--- src/rtl/fetch_pkg.sv ---
// rtl/fetch_pkg.sv - shared types and constants for the fetch stage
package fetch_pkg;
   localparam logic [31:0] NOP_INSTR = 32'h0000_0013;

   typedef logic [1:0] epoch_t;

   typedef struct packed {
      logic [31:0] pc;
      logic [31:0] instr;
   } fetch_entry_t;

   typedef struct packed {
      epoch_t      epoch;
      logic [31:0] pc;
   } fetch_tag_t;
endpackage

--- src/rtl/fetch_pc_ctrl_if.sv ---
// rtl/fetch_pc_ctrl_if.sv - instruction memory request/response bundle
interface fetch_pc_ctrl_if;
   logic        imem_req_valid;
   logic [31:0] imem_req_addr;
   logic        imem_req_ready;
   logic        imem_rsp_valid;
   logic [31:0] imem_rsp_data;

   modport master (
      output imem_req_valid, imem_req_addr,
      input  imem_req_ready, imem_rsp_valid, imem_rsp_data
   );

   modport slave (
      input  imem_req_valid, imem_req_addr,
      output imem_req_ready, imem_rsp_valid, imem_rsp_data
   );
endinterface

--- src/rtl/fetch_fifo.sv ---
// rtl/fetch_fifo.sv - synchronous FIFO with clear and occupancy count
module fetch_fifo #(
   parameter int WIDTH = 32,
   parameter int DEPTH = 2
) (
   input  logic                       clk,
   input  logic                       rst,
   input  logic                       i_push,
   input  logic                       i_pop,
   input  logic                       i_clear,
   input  logic [WIDTH-1:0]           i_wdata,
   output logic [WIDTH-1:0]           o_rdata,
   output logic [$clog2(DEPTH+1)-1:0] o_count,
   output logic                       o_empty,
   output logic                       o_full
);
   localparam int CW = $clog2(DEPTH + 1);
   localparam int AW = (DEPTH > 1) ? $clog2(DEPTH) : 1;

   logic [WIDTH-1:0] r_mem [DEPTH];
   logic [AW-1:0]    r_rptr;
   logic [AW-1:0]    r_wptr;
   logic [CW-1:0]    r_count;
   logic             w_push;
   logic             w_pop;

   // explicit wrap so non-power-of-2 depths work
   function automatic logic [AW-1:0] ptr_next(input logic [AW-1:0] p);
      return (p == AW'(DEPTH - 1)) ? '0 : p + AW'(1);
   endfunction

   assign w_pop   = i_pop && !o_empty;
   assign w_push  = i_push && (!o_full || w_pop);
   assign o_rdata = r_mem[r_rptr];
   assign o_count = r_count;
   assign o_empty = (r_count == '0);
   assign o_full  = (r_count == CW'(DEPTH));

   always_ff @(posedge clk) begin
      if (w_push) begin
         r_mem[r_wptr] <= i_wdata;
      end
   end

   always_ff @(posedge clk) begin
      if (rst || i_clear) begin
         r_rptr  <= '0;
         r_wptr  <= '0;
         r_count <= '0;
      end else begin
         if (w_push) begin
            r_wptr <= ptr_next(r_wptr);
         end
         if (w_pop) begin
            r_rptr <= ptr_next(r_rptr);
         end
         if (w_push && !w_pop) begin
            r_count <= r_count + CW'(1);
         end else if (w_pop && !w_push) begin
            r_count <= r_count - CW'(1);
         end
      end
   end
endmodule

--- src/rtl/fetch_pc_ctrl.sv ---
// rtl/fetch_pc_ctrl.sv - fetch stage: PC, in-order imem requests, response buffer, IF/ID
// Stale responses are recognised by the epoch captured alongside each request's pc.
module fetch_pc_ctrl
   import fetch_pkg::*;
#(
   parameter logic [31:0] RESET_PC   = 32'h0000_0000,
   parameter int          FBUF_DEPTH = 2,
   parameter int          MAX_OUTST  = 2
) (
   input  logic                   clk,
   input  logic                   rst,
   input  logic                   br_taken,
   input  logic [31:0]            br_targetE,
   input  logic                   stallF,
   fetch_pc_ctrl_if.master        imem,
   output logic [31:0]            instrD,
   output logic [31:0]            pcD,
   output logic [31:0]            pcplus4D,
   output logic                   validD,
   output logic                   flush_DE
);
   localparam int TCW = $clog2(MAX_OUTST + 1);
   localparam int BCW = $clog2(FBUF_DEPTH + 1);

   logic [31:0]    r_pc;
   epoch_t         r_epoch;
   logic [31:0]    r_instrD;
   logic [31:0]    r_pcD;
   logic           r_validD;

   logic [TCW-1:0] w_outst;
   logic [BCW-1:0] w_buf_count;
   logic           w_tag_empty;
   logic           w_tag_full;
   logic           w_buf_empty;
   logic           w_buf_full;
   fetch_tag_t     w_tag_in;
   fetch_tag_t     w_tag_out;
   fetch_entry_t   w_ent_in;
   fetch_entry_t   w_ent_out;
   logic           w_req_valid;
   logic           w_req_fire;
   logic           w_rsp_fire;
   logic           w_buf_push;
   logic           w_buf_pop;

   // in-flight plus buffered never exceeds the buffer, so a response always has a slot
   assign w_req_valid = !rst && !w_tag_full &&
                        ((32'(w_outst) + 32'(w_buf_count)) < 32'(FBUF_DEPTH));
   assign w_req_fire  = w_req_valid && imem.imem_req_ready;
   assign w_rsp_fire  = !rst && imem.imem_rsp_valid;
   assign w_buf_push  = w_rsp_fire && !br_taken && (w_tag_out.epoch == r_epoch);
   assign w_buf_pop   = !rst && !br_taken && !stallF && !w_buf_empty;

   assign w_tag_in = '{epoch: r_epoch, pc: r_pc};
   assign w_ent_in = '{pc: w_tag_out.pc, instr: imem.imem_rsp_data};

   assign imem.imem_req_valid = w_req_valid;
   assign imem.imem_req_addr  = r_pc;

   assign instrD   = r_instrD;
   assign pcD      = r_pcD;
   assign pcplus4D = r_pcD + 32'd4;
   assign validD   = r_validD;
   assign flush_DE = br_taken;

   fetch_fifo #(.WIDTH($bits(fetch_tag_t)), .DEPTH(MAX_OUTST)) u_tag_fifo (
      .clk     (clk),
      .rst     (rst),
      .i_push  (w_req_fire),
      .i_pop   (w_rsp_fire),
      .i_clear (1'b0),
      .i_wdata (w_tag_in),
      .o_rdata (w_tag_out),
      .o_count (w_outst),
      .o_empty (w_tag_empty),
      .o_full  (w_tag_full)
   );

   fetch_fifo #(.WIDTH($bits(fetch_entry_t)), .DEPTH(FBUF_DEPTH)) u_rsp_buf (
      .clk     (clk),
      .rst     (rst),
      .i_push  (w_buf_push),
      .i_pop   (w_buf_pop),
      .i_clear (br_taken),
      .i_wdata (w_ent_in),
      .o_rdata (w_ent_out),
      .o_count (w_buf_count),
      .o_empty (w_buf_empty),
      .o_full  (w_buf_full)
   );

   always_ff @(posedge clk) begin
      if (rst) begin
         r_pc    <= RESET_PC;
         r_epoch <= '0;
      end else if (br_taken) begin
         r_pc    <= {br_targetE[31:1], 1'b0};
         r_epoch <= r_epoch + epoch_t'(1);
      end else if (w_req_fire) begin
         r_pc    <= r_pc + 32'd4;
      end
   end

   always_ff @(posedge clk) begin
      if (rst) begin
         r_validD <= 1'b0;
         r_instrD <= NOP_INSTR;
         r_pcD    <= '0;
      end else if (br_taken) begin
         r_validD <= 1'b0;
         r_instrD <= NOP_INSTR;
      end else if (!stallF) begin
         if (!w_buf_empty) begin
            r_validD <= 1'b1;
            r_instrD <= w_ent_out.instr;
            r_pcD    <= w_ent_out.pc;
         end else begin
            r_validD <= 1'b0;
            r_instrD <= NOP_INSTR;
         end
      end
   end

   a_rsp_needs_outst: assert property (@(posedge clk) disable iff (rst)
      imem.imem_rsp_valid |-> !w_tag_empty);
   a_buf_no_overflow: assert property (@(posedge clk) disable iff (rst)
      w_buf_push |-> (!w_buf_full || w_buf_pop));
   a_req_aligned: assert property (@(posedge clk) disable iff (rst)
      imem.imem_req_valid |-> (imem.imem_req_addr[1:0] == 2'b00));
endmodule
--- src/flat_wrapper.sv ---
// flat-port wrapper written by rule: the top's interface ports become plain ports
module fetch_pc_ctrl_flat import fetch_pkg::*;
#(
   parameter logic [31:0] RESET_PC   = 32'h0000_0000,
   parameter int          FBUF_DEPTH = 2,
   parameter int          MAX_OUTST  = 2
)
  (clk, rst, br_taken, br_targetE, stallF, instrD, pcD, pcplus4D, validD, flush_DE, imem_imem_req_valid, imem_imem_req_addr, imem_imem_req_ready, imem_imem_rsp_valid, imem_imem_rsp_data);
  fetch_pc_ctrl_if imem_i ();
  input  logic clk;
  input  logic rst;
  input  logic br_taken;
  input  logic [31:0] br_targetE;
  input  logic stallF;
  output logic [31:0] instrD;
  output logic [31:0] pcD;
  output logic [31:0] pcplus4D;
  output logic validD;
  output logic flush_DE;
  output wire logic [$bits(imem_i.imem_req_valid)-1:0] imem_imem_req_valid;
  output wire logic [$bits(imem_i.imem_req_addr)-1:0] imem_imem_req_addr;
  input wire logic [$bits(imem_i.imem_req_ready)-1:0] imem_imem_req_ready;
  input wire logic [$bits(imem_i.imem_rsp_valid)-1:0] imem_imem_rsp_valid;
  input wire logic [$bits(imem_i.imem_rsp_data)-1:0] imem_imem_rsp_data;
  assign imem_imem_req_valid = imem_i.imem_req_valid;
  assign imem_imem_req_addr = imem_i.imem_req_addr;
  assign imem_i.imem_req_ready = imem_imem_req_ready;
  assign imem_i.imem_rsp_valid = imem_imem_rsp_valid;
  assign imem_i.imem_rsp_data = imem_imem_rsp_data;
  fetch_pc_ctrl #(.RESET_PC(RESET_PC), .FBUF_DEPTH(FBUF_DEPTH), .MAX_OUTST(MAX_OUTST)) u_core (.clk(clk), .rst(rst), .br_taken(br_taken), .br_targetE(br_targetE), .stallF(stallF), .imem(imem_i), .instrD(instrD), .pcD(pcD), .pcplus4D(pcplus4D), .validD(validD), .flush_DE(flush_DE));
endmodule
--- config.mk ---
export PLATFORM = sky130hd
export DESIGN_NAME = fetch_pc_ctrl_flat
export DESIGN_NICKNAME = d
export VERILOG_FILES = /design/src/rtl/fetch_pkg.sv /design/src/rtl/fetch_pc_ctrl_if.sv /design/src/rtl/fetch_fifo.sv /design/src/rtl/fetch_pc_ctrl.sv /design/src/flat_wrapper.sv
export SDC_FILE = /design/constraint.sdc
export NUM_CORES = 1
export LEC_CHECK = 0
export ABC_CLOCK_PERIOD_IN_PS = 5300
export BUFFER_PORTS_ARGS = -buffer_cell sky130_fd_sc_hd__buf_2
export CAP_MARGIN = 20
export CELL_PAD_IN_SITES_DETAIL_PLACEMENT = 2
export CELL_PAD_IN_SITES_GLOBAL_PLACEMENT = 2
export CORE_UTILIZATION = 25
export DETAILED_ROUTE_END_ITERATION = 8
export GPL_ROUTABILITY_DRIVEN = 0
export HOLD_SLACK_MARGIN = 0.02
export PLACE_DENSITY = 0.61
export SYNTH_ARGS = -nofsm -noshare
export SYNTH_HDL_FRONTEND = slang
export SYNTH_SLANG_ARGS = --single-unit
--- constraint.sdc ---
create_clock -name clk -period 5.3 [get_ports clk]
set_clock_uncertainty 0.15 [all_clocks]
set_input_delay 1.06 -clock clk [delete_from_list [all_inputs] [get_ports clk]]
set_output_delay 1.06 -clock clk [all_outputs]
set_load 0.005 [all_outputs]
======== After elaboration in Yosys (flattened, before gate mapping) ========
Memory sizes are Yosys's and may differ from the RTL's. A register that Yosys moved wholly into a read port is not among the register bits.
Cells that the tools add are included.
word-level totals
  memory bits (writable) .................. 196
  output and inout bits ................... 131
  register bits after elaboration ......... 107
  memories ................................ 2
memory list
  name                     depth  width  read ports  clocked after Yosys merged registers in  wr ports  RTL line          RTL
  u_core.u_rsp_buf.r_mem   2      64     1           1                                        1         fetch_fifo.sv:20  logic [WIDTH-1:0] r_mem [DEPTH];
  u_core.u_tag_fifo.r_mem  2      34     1           1                                        1         fetch_fifo.sv:20
cells by class
  reduce and logical (&&, ||, !) cells .... 38
  add/subtract/negate cells ............... 12
  $lt $le $gt $ge ......................... 1
  equality and inequality tests ........... 3
  bitwise gates (word level) .............. 3
  muxes and demuxes ....................... 20
operator list
  kind                                                          number
  2-to-1 mux 32 bit                                             3
  adder 32 x 3 -> 32 bit (second input constant)                2
  less-than comparator 32 x 2 -> 1 bit (second input constant)  1
  logical AND 1 bit                                             17
  2-to-1 mux 1 bit                                              13
  logical NOT 1 bit                                             11
  2-to-1 mux 2 bit                                              4
  adder 2 x 1 -> 2 bit (second input constant)                  3
  nonzero test 2 bit                                            3
  adder 1 bit (second input constant)                           4
  == test 2 bit (second input constant)                         2
  logical NOT 2 bit                                             2
  subtractor 2 x 1 -> 2 bit (second input constant)             2
  adder 2 x 2 -> 3 bit                                          1
  logical OR 1 bit                                              3
  inverter 1 bit                                                3
  AND reduction 3 bit                                           1
  == test 2 bit                                                 1
  OR reduction 2 bit                                            1

======== Depth between registers and ports, before layout ========
Gate-level depths: netlist (run 1).
  depth in word-level cells ............... 11
  gate-level depth with buffers ........... 10
  gate-level depth less buffers ........... 9

======== Cells and area by module ========
A second synthesis (run 1) with hierarchy kept.
unflattened totals
  cell total of the unflattened synthesis .. 946
  area total of the unflattened synthesis .. 12335.6 µm²
by module, submodules not included
  module                           instances  cells each  area each (µm²)
  fetch_fifo at u_core.u_rsp_buf   1          226         4853.4
  fetch_pc_ctrl                    1          587         4798.4
  fetch_fifo at u_core.u_tag_fifo  1          133         2683.8

======== Worst setup path after synthesis (run 1) ========
Ideal clock, no wire load.
  kind .................................... input port to flip-flop
  start ................................... in rst
  end ..................................... mem u_core.u_rsp_buf.r_mem[0][0] (netlist name), enable pin
  arrival ................................. 4637 ps
  library setup time ...................... 484 ps
  setup slack ............................. 29 ps
  data required time ...................... 4666 ps
  buffers on the path ..................... 1
  stages .................................. 5
  cells stage by stage .................... buf_2 nor2_1 o211ai_1 or3_1 nor2_1
on the way
  word-level cells in the longest chain between the ends .. 9
  elaborated cells on any way between the ends .. 12
  those cells by class .................... 2 x mux; 10 x reduce/logical
ends and longest elaborated chain
  item                                        RTL line                                  RTL
  start: declaration                          flat_wrapper.sv:11                        input logic rst;
  logical NOT 1 bit (*)                       fetch_pc_ctrl.sv:51, fetch_pc_ctrl.sv:53
  logical AND 1 bit (3 in a row)              fetch_pc_ctrl.sv:53                       assign w_buf_pop = !rst && !br_taken && !stallF && !w_buf_empty;
  logical AND 1 bit                           fetch_fifo.sv:32                          assign w_pop = i_pop && !o_empty;
  logical OR 1 bit                            fetch_fifo.sv:33                          assign w_push = i_push && (!o_full || w_pop);
  logical AND 1 bit (*)                       fetch_fifo.sv:33
  2-to-1 mux 1 bit (*)                        fetch_fifo.sv:40                          if (w_push) begin
  2-to-1 mux 1 bit (not written as such) (*)  fetch_fifo.sv:41                          r_mem[r_wptr] <= i_wdata;
  end: declaration                            fetch_fifo.sv:20
Every way passes the cells marked *; elsewhere a longest branch is shown, timed or not.

======== Worst setup path in the final report (run 1) ========
  start ................................... reg u_core.u_tag_fifo.r_count[0], in the netlist u_core.u_tag_fifo.o_count[0]
  end ..................................... out imem_imem_req_valid
on the way
  word-level cells in the longest chain between the ends .. 4
  elaborated cells on any way between the ends .. 6
  those cells by class .................... 1 x add/sub; 1 x order compare; 1 x eq/ne; 3 x reduce/logical
ends and longest elaborated chain
  item                                                                                          RTL line             RTL
  start: declaration                                                                            fetch_fifo.sv:23     logic [CW-1:0] r_count;
  start signal: assignment                                                                      fetch_fifo.sv:58     r_count <= r_count + CW'(1);
  start signal: assignment                                                                      fetch_fifo.sv:60     r_count <= r_count - CW'(1);
  parallel branches: the longest is 3 deep, another holds less-than comparator 32 x 2 -> 1 bit  n/a
  logical AND 1 bit (*)                                                                         fetch_pc_ctrl.sv:48  assign w_req_valid = !rst && !w_tag_full &&
  end: declaration                                                                              flat_wrapper.sv:20   output wire logic [$bits(imem_i.imem_req_valid)-1:0] imem_imem_req_valid;
Every way passes the cells marked *.

==> flow_metrics.tcl, run 1 <==
set metrics [dict create \
    leakagePower_nw 5.142 \
    cp_data_required_time_ns 4.09 \
    cp_cell_sequence "and2_1, fa_1, or4_1, inv_2, buf_2" \
    fin_setup_tns_ns 0 \
    io_pins 201 \
    final_area_mm2 0.01475 \
    timing_worst_slew_pin_value_ns 0.8174 \
    critical_path_buf_inv_count 2 \
    design_power_total_w 0.005291 \
    total_switching_power_w 0.001271 \
    cts_repair_resize_count 0 \
    timing.critical_path.fanout_max 12 \
    grtUsageMet3 0.02191 \
    sw_frac_of_total 0.2402 \
    worstSetupPathType "register to output port" \
    groute.layer.met2.usage 0.2391 \
    detail-route-antenna-nets 0 \
    grt.overflow.total 0 \
    quantity_of_hold_fixing_buffers_added_after_cts 0 \
    cts_root_buf "sky130_fd_sc_hd__clkbuf_16" \
    die-area_mm2 0.04903 \
    most_used_flip_flop_cell_after_synthesis "sky130_fd_sc_hd__edfxtp_1" \
    mappedNetlistArea_mm2 0.01204 \
    core_area_mm2 0.04765 \
    numClockSinks 299 \
    hold_path.class "register to register" \
    die_h_um 221.4 \
    comb_power_share 0.078 \
    htree_levels 2 \
    grt_pass1_vias 8726 \
    critPathSlowestCell "sky130_fd_sc_hd__or4_1" \
    power_frac_seq 0.510 \
    worst_skew_pair_later_pin_latency_ns 0.52 \
    timing.final.setup_violations 0 \
    final_layout_size_suffix_gt1_frac 0.2669 \
    syn-mean-instance-area_um2 13.11 \
    cap_violations 0 \
    final-hold-violation-count 0 \
    clkSlewWorstSetupHoldPaths_ns 0.07 \
    synth.ff_latch_count 299 \
    ys_top_cells_by_count "192 x sky130_fd_sc_hd__edfxtp_1, 107 x sky130_fd_sc_hd__dfxtp_1, 68 x sky130_fd_sc_hd__nor2_1" \
    netlist_instances 918 \
    synth-seq-area-share 0.6570 \
    slowest_delay_ns 0.79 \
    final.period_utilization 0.7756 \
    critPathTopFamily "simple AND/OR/NAND/NOR gates" \
    detail_route.vias_per_cell 4.670 \
    detail_route.drc_violations 0 \
    synth.largest_area_cell "sky130_fd_sc_hd__edfxtp_1" \
    detailedRoute.firstIterationViolations 400 \
    synth-async-reset-ratio 0 \
    p_per_area_mw_per_mm2 358.6 \
    dpl.cell_count 1692 \
    slew_headroom 0.4535 \
    initial_utilization 0.2526 \
    grtUsageTotal 0.1390 \
    synthTopCellsByArea "sky130_fd_sc_hd__edfxtp_1 48%, sky130_fd_sc_hd__dfxtp_1 18%, sky130_fd_sc_hd__mux2i_1 5.3%" \
    yosysWarnings 0 \
    clock_tree.buffer_depth 3 \
    synth_top_area_share 0.4790 \
    dp_hpwl_mm 23.41 \
    floorplan.die.width_um 221.4 \
    flip_flop_and_latch_area_mm2 0.007911 \
    wire_length_of_the_first_global_routing_pass_mm 52.90 \
    power.ir.vdd_worst_v 0.0001583 \
    std_cell_rows 80 \
    clockPowerShare 0.412 \
    postRouteWirelength_mm 34.66 \
    multiInputGateArea_mm2 0.003882 \
    fin_nets 1188 \
    crit_path_end_kind "output port" \
    number_of_antenna_violations_at_the_first_check_in_global_routing 2 \
    global_route.peak_usage_layer "met2" \
    layout.filler_cells 5072 \
    edff_count_synth 192 \
    slew_viol_final 0 \
    wl_per_cell_um 19.75 \
    dr_total_vias 8196 \
    grt_setup_unrepaired "false" \
    syn2layout_area_growth_pct 22.57 \
    cp.arrival_ns 2.90 \
    worst_setup_path_start_kind "register" \
    maxClockFrequency_mhz 243.3 \
    timing.hold.ws_ns 0.2930 \
    finish.cell_count_without_fillers 1755 \
    p_int_w 0.004020 \
    largest_net_degree_at_the_start_of_global_routing 64 \
    status "completed" \
    use_met1 0.1811 \
    drt_first_pass_iters 6 \
    numCtsBuffers 34 \
    post-cts-setup-buffers 0 \
    tritoncts "built" \
    dpl_cell_area_mm2 0.01373 \
    finalWorstPathRequiredPeriod_ns 4.110 \
    ys_types 60 \
    port_buffers 196 \
    library_cell_with_the_highest_instance_count_after_synthesis "sky130_fd_sc_hd__edfxtp_1" \
]
==> layout make-up <==
type	instances	share of cell area
Sequential cell	299	0.5363
Clock inverter	16	0.008396
Clock buffer	46	0.06072
Timing Repair Buffer	210	0.07531
Inverter	15	0.003816
Multi-Input combinational cell	553	0.2632
Antenna cell	1	0.0001696
Tap cell	615	0.05216
==> tightest hold or removal path: stages, from the launching register on <==
cell and delay, ns:
sky130_fd_sc_hd__dfxtp_1 0.31, sky130_fd_sc_hd__nand2_1 0.05, sky130_fd_sc_hd__nand2_1 0.04
==> layer usage <==
| metal | wire (um) | share of wire |
|---|---|---|
| met5 | 0 | 0 |
| met4 | 550 | 0.016 |
| met3 | 1175 | 0.034 |
| met2 | 17000 | 0.49 |
| met1 | 15930 | 0.46 |
==> stage by stage <==
stage	setup slack [ns]	util
CTS	1.137	0.3096
global route	1.028	0.3096
global placement	1.610	0.2882
floorplan	0.02900	-
finish	1.190	0.3096
detailed placement	1.502	0.2882
==> placed cells by master (no fill, tap or decap), types with 3 or more instances in the layout <==
cell type / netlist / final
sky130_fd_sc_hd__inv_1: 13 / 13
sky130_fd_sc_hd__buf_2: 4 / 196
sky130_fd_sc_hd__clkbuf_1: 38 / 12
sky130_fd_sc_hd__dfxtp_1: 107 / 106
sky130_fd_sc_hd__conb_1: 1 / 3
sky130_fd_sc_hd__nor2_1: 68 / 64
sky130_fd_sc_hd__a211oi_1: 35 / 35
sky130_fd_sc_hd__o211ai_1: 7 / 7
sky130_fd_sc_hd__nor2_4: 0 / 3
sky130_fd_sc_hd__and2_1: 6 / 6
sky130_fd_sc_hd__xnor2_1: 30 / 30
sky130_fd_sc_hd__o21ai_0: 41 / 41
sky130_fd_sc_hd__o22a_1: 3 / 3
sky130_fd_sc_hd__clkinv_2: 0 / 5
sky130_fd_sc_hd__a31oi_1: 3 / 3
sky130_fd_sc_hd__and4_1: 12 / 12
sky130_fd_sc_hd__a32oi_1: 3 / 3
sky130_fd_sc_hd__nand3_1: 29 / 29
sky130_fd_sc_hd__or4_1: 11 / 11
sky130_fd_sc_hd__clkbuf_16: 0 / 34
sky130_fd_sc_hd__nand4_1: 25 / 25
sky130_fd_sc_hd__or3_1: 11 / 11
sky130_fd_sc_hd__mux2i_1: 64 / 64
sky130_fd_sc_hd__mux2_2: 34 / 34
sky130_fd_sc_hd__a311oi_1: 17 / 17
sky130_fd_sc_hd__xor2_1: 12 / 12
sky130_fd_sc_hd__nor2b_1: 3 / 3
sky130_fd_sc_hd__nand2_1: 56 / 56
sky130_fd_sc_hd__clkinv_1: 0 / 5
sky130_fd_sc_hd__o31ai_1: 9 / 9
sky130_fd_sc_hd__edfxtp_1: 192 / 192
sky130_fd_sc_hd__ha_1: 4 / 4
sky130_fd_sc_hd__nor3b_1: 6 / 6
sky130_fd_sc_hd__and3_1: 13 / 13
sky130_fd_sc_hd__buf_4: 5 / 12
sky130_fd_sc_hd__nor4_1: 8 / 8
sky130_fd_sc_hd__nor3_1: 11 / 11
==> flip-flops by register name, summed over array words and instances, names as in the netlist, named ones only <==
register / count
u_core.u_rsp_buf.r_mem: 126
u_core.u_tag_fifo.r_mem: 66
u_core.instrD: 32
u_core.imem.imem_req_addr: 31
u_core.pcD: 31
u_core.r_epoch: 2
u_core.u_rsp_buf.o_count: 2
u_core.u_tag_fifo.o_count: 2
u_core.u_rsp_buf.r_rptr: 1
u_core.u_rsp_buf.r_wptr: 1
u_core.u_tag_fifo.r_rptr: 1
u_core.u_tag_fifo.r_wptr: 1
u_core.validD: 1
==> cell families (layout without fill, tap and decap cells) <==
| logic type | count (synthesis) | in the layout | synth area share |
|---|---|---|---|
| fa+ha+maj | 5 | 5 | 0.005821 |
| buf+inv | 68 | 287 | 0.02318 |
| xor+xnor | 42 | 42 | 0.03056 |
| other cells | 1 | 4 | 0.0003116 |
| mux | 98 | 98 | 0.08503 |
| simple gates | 275 | 275 | 0.1226 |
| flops | 299 | 299 | 0.6570 |
| compound gates | 130 | 130 | 0.07557 |
==> worst paths after layout <==
path / from / endpoint / slack [ns] / cells past startpoint
worst max-delay path: u_core.u_tag_fifo.o_count[0] / imem_imem_req_valid / 1.19 / 5
worst min-delay path: u_core.validD / u_core.validD / 0.29 / 2
worst max register to register: u_core.u_tag_fifo.o_count[0] / u_core.u_tag_fifo.o_count[1] / 2.18 / 8
worst min register to register: u_core.validD / u_core.validD / 0.29 / 2
==> power by group through the flow <==
stage	clock network (W)	registers, W	logic [W]
6_report	0.00218	0.00270	0.000413
5_1_grt	0.00234	0.00271	0.000456
4_1_cts	0.00226	0.00270	0.000424
3_5_place_dp	0	0.00275	0.000415
3_3_place_gp	0	0.00274	0.000409
2_1_floorplan	0	0.00272	0.000253
(Power assumes the default switching activity.)
==> run 2: changes to the inputs <==
Settings changed: ABC_CLOCK_PERIOD_IN_PS 5300 to 3300.
Clock period 5.3 ns to 3.3 ns, I/O delays scaled along.
==> run 2 against run 1 <==
Against the previous run:
- sequential power increased by 61%
- flip-flop and latch count is the same
- core utilization is 0.59 points higher
- global-route usage grew 0.26 points
- clock-buffer cell count increased by 3
- register-to-register slack got worse by 1.8 ns
- first-iteration DRC count down 0.75%
- wire length about the same
- worst setup slack worse by 1.1 ns
- sequential share of layout area decreased by 0.96 points
- critical path depth unchanged
- cell count is 0.97% higher
- critical path type unchanged
- critical endpoint unchanged
- largest cell class unchanged
==> flow_metrics.tcl, run 2 (synthesis gave the netlist of run 1 again) <==
set metrics [dict create \
    detail-route-antenna-nets 0 \
    die_h_um 221.4 \
    layout.filler_cells 5048 \
    comb_power_share 0.079 \
    dp_hpwl_mm 24.15 \
    timing.hold.ws_ns 0.1661 \
    maxClockFrequency_mhz 312.7 \
    crit_path_end_kind "output port" \
    syn2layout_area_growth_pct 24.90 \
    power.ir.vdd_worst_v 0.0002381 \
    hold_path.class "input port to register" \
    global_route.peak_usage_layer "met2" \
    max_reg_flops 126 \
    grtUsageTotal 0.1416 \
    finalWorstPathRequiredPeriod_ns 3.198 \
    drt_first_pass_iters 5 \
    worst_skew_pair_later_pin_latency_ns 0.54 \
    wl_per_cell_um 19.55 \
    timing.final.setup_violations 0 \
    detail_route.vias_per_cell 4.664 \
    grt_pass1_vias 8829 \
    cp.arrival_ns 2.39 \
    numClockSinks 299 \
    detail_route.drc_violations 0 \
    clock_tree.buffer_depth 3 \
    total_switching_power_w 0.002052 \
    post-cts-setup-buffers 0 \
    cp_data_required_time_ns 2.49 \
    tritoncts "built" \
    floorplan.die.width_um 221.4 \
    p_int_w 0.006757 \
    largest_net_degree_at_the_start_of_global_routing 63 \
    initial_utilization 0.2526 \
    finish.cell_count_without_fillers 1772 \
    clockPowerShare 0.429 \
    die-area_mm2 0.04903 \
    io_pins 201 \
    layout_commonest_cell "sky130_fd_sc_hd__buf_2" \
    grt.overflow.total 0 \
    final.period_utilization 0.9691 \
    wire_length_of_the_first_global_routing_pass_mm 53.77 \
    use_met1 0.1845 \
    cap_violations 0 \
    numCtsBuffers 35 \
    critPathSlowestCell "sky130_fd_sc_hd__or4_1" \
    timing.critical_path.fanout_max 6 \
    fin_setup_tns_ns 0 \
    dpl.cell_count 1708 \
    sw_frac_of_total 0.2329 \
    clkSlewWorstSetupHoldPaths_ns 0.06 \
    worst_setup_path_start_kind "register" \
    slowest_delay_ns 0.60 \
    port_buffers 196 \
    grt_setup_unrepaired "false" \
    groute.layer.met2.usage 0.2393 \
    final_area_mm2 0.01503 \
    insertedDiodeCount 0 \
    worstSetupPathType "register to output port" \
    number_of_antenna_violations_at_the_first_check_in_global_routing 1 \
    status "completed" \
    cp_cell_sequence "and2_1, fa_1, or4_1, inv_2, buf_2" \
    htree_levels 2 \
    final-hold-violation-count 0 \
    fin_nets 1205 \
    postRouteWirelength_mm 34.65 \
    std_cell_rows 80 \
    dr_total_vias 8265 \
    cts_root_buf "sky130_fd_sc_hd__clkbuf_16" \
    final_layout_size_suffix_gt1_frac 0.2861 \
    layout.cells.most_common_list "196 x sky130_fd_sc_hd__buf_2, 192 x sky130_fd_sc_hd__edfxtp_1, 101 x sky130_fd_sc_hd__dfxtp_1" \
    largest-register "u_core.u_rsp_buf.r_mem" \
    p_per_area_mw_per_mm2 585.9 \
    timing_worst_slew_pin_value_ns 0.9679 \
    leakagePower_nw 5.288 \
    slew_headroom 0.3547 \
    grtUsageMet3 0.02576 \
    detailedRoute.firstIterationViolations 397 \
    power_frac_seq 0.492 \
    dpl_cell_area_mm2 0.01390 \
    slew_viol_final 0 \
    core_area_mm2 0.04765 \
]
## run 2: layout make-up
cell class	instances	area, um^2	share of cell area
flip-flops and latches	299	7918	0.5267
multi-input cells	553	3890	0.2588
repair buffers	226	1281	0.08523
clock buffers	49	958.4	0.06375
well taps	615	769.5	0.05119
clock inverters	15	160.2	0.01065
inverters	15	56.30	0.003745
## run 2: timing repair
action | 4_1_cts | 5_1_grt
setup endpoints to repair | 2 | 2
hold buffers | 0 | 0
resized for setup | 3 | 4
pin swaps | 0 | 0
## run 2: path summary, 6_finish.rpt
kind / from / endpoint / slack [ns] / depth (start not counted)
max: u_core.u_tag_fifo.o_count[0] / imem_imem_req_valid / 0.10 / 5
max reg2reg: u_core.u_tag_fifo.o_count[0] / u_core.u_tag_fifo.o_count[1] / 0.38 / 8
min reg2reg: u_core.validD / u_core.validD / 0.29 / 2
min: imem_imem_rsp_data[4] / u_core.u_rsp_buf.r_mem[1][4] / 0.17 / 1
## run 2: metal layers
layer,part of all wire,up-vias
li1,-,3921
met1,0.46,4156
met2,0.49,155
met3,0.037,33
met4,0.018,0
met5,0,-
## run 2: critical path: cells and delay by family, from the launching register on
family	cells	cell delay (ns)
adders and majority gates	1	0.51
buffers and inverters	2	0.23
DFF	1	0.35
and+or+nand+nor	2	0.77
## run 2: through the flow
step,total power [W],utilization,worst slack (ns)
after floorplan,0.004767,-,-0.5307
after global placement,0.005085,0.2918,0.3758
after detailed placement,0.005121,0.2918,0.3376
after CTS,0.008985,0.3154,0.008770
after global routing,0.009186,0.3155,0.01011
final,0.008808,0.3155,0.1018
## run 2: power by group through the flow
stage	Clock [W]	Combinational (W)	Sequential (W)
5_1_grt	0.00406	0.000764	0.00436
3_3_place_gp	0	0.000685	0.00440
4_1_cts	0.00393	0.000713	0.00434
6_report	0.00378	0.000693	0.00434
2_1_floorplan	0	0.000408	0.00436
3_5_place_dp	0	0.000706	0.00442
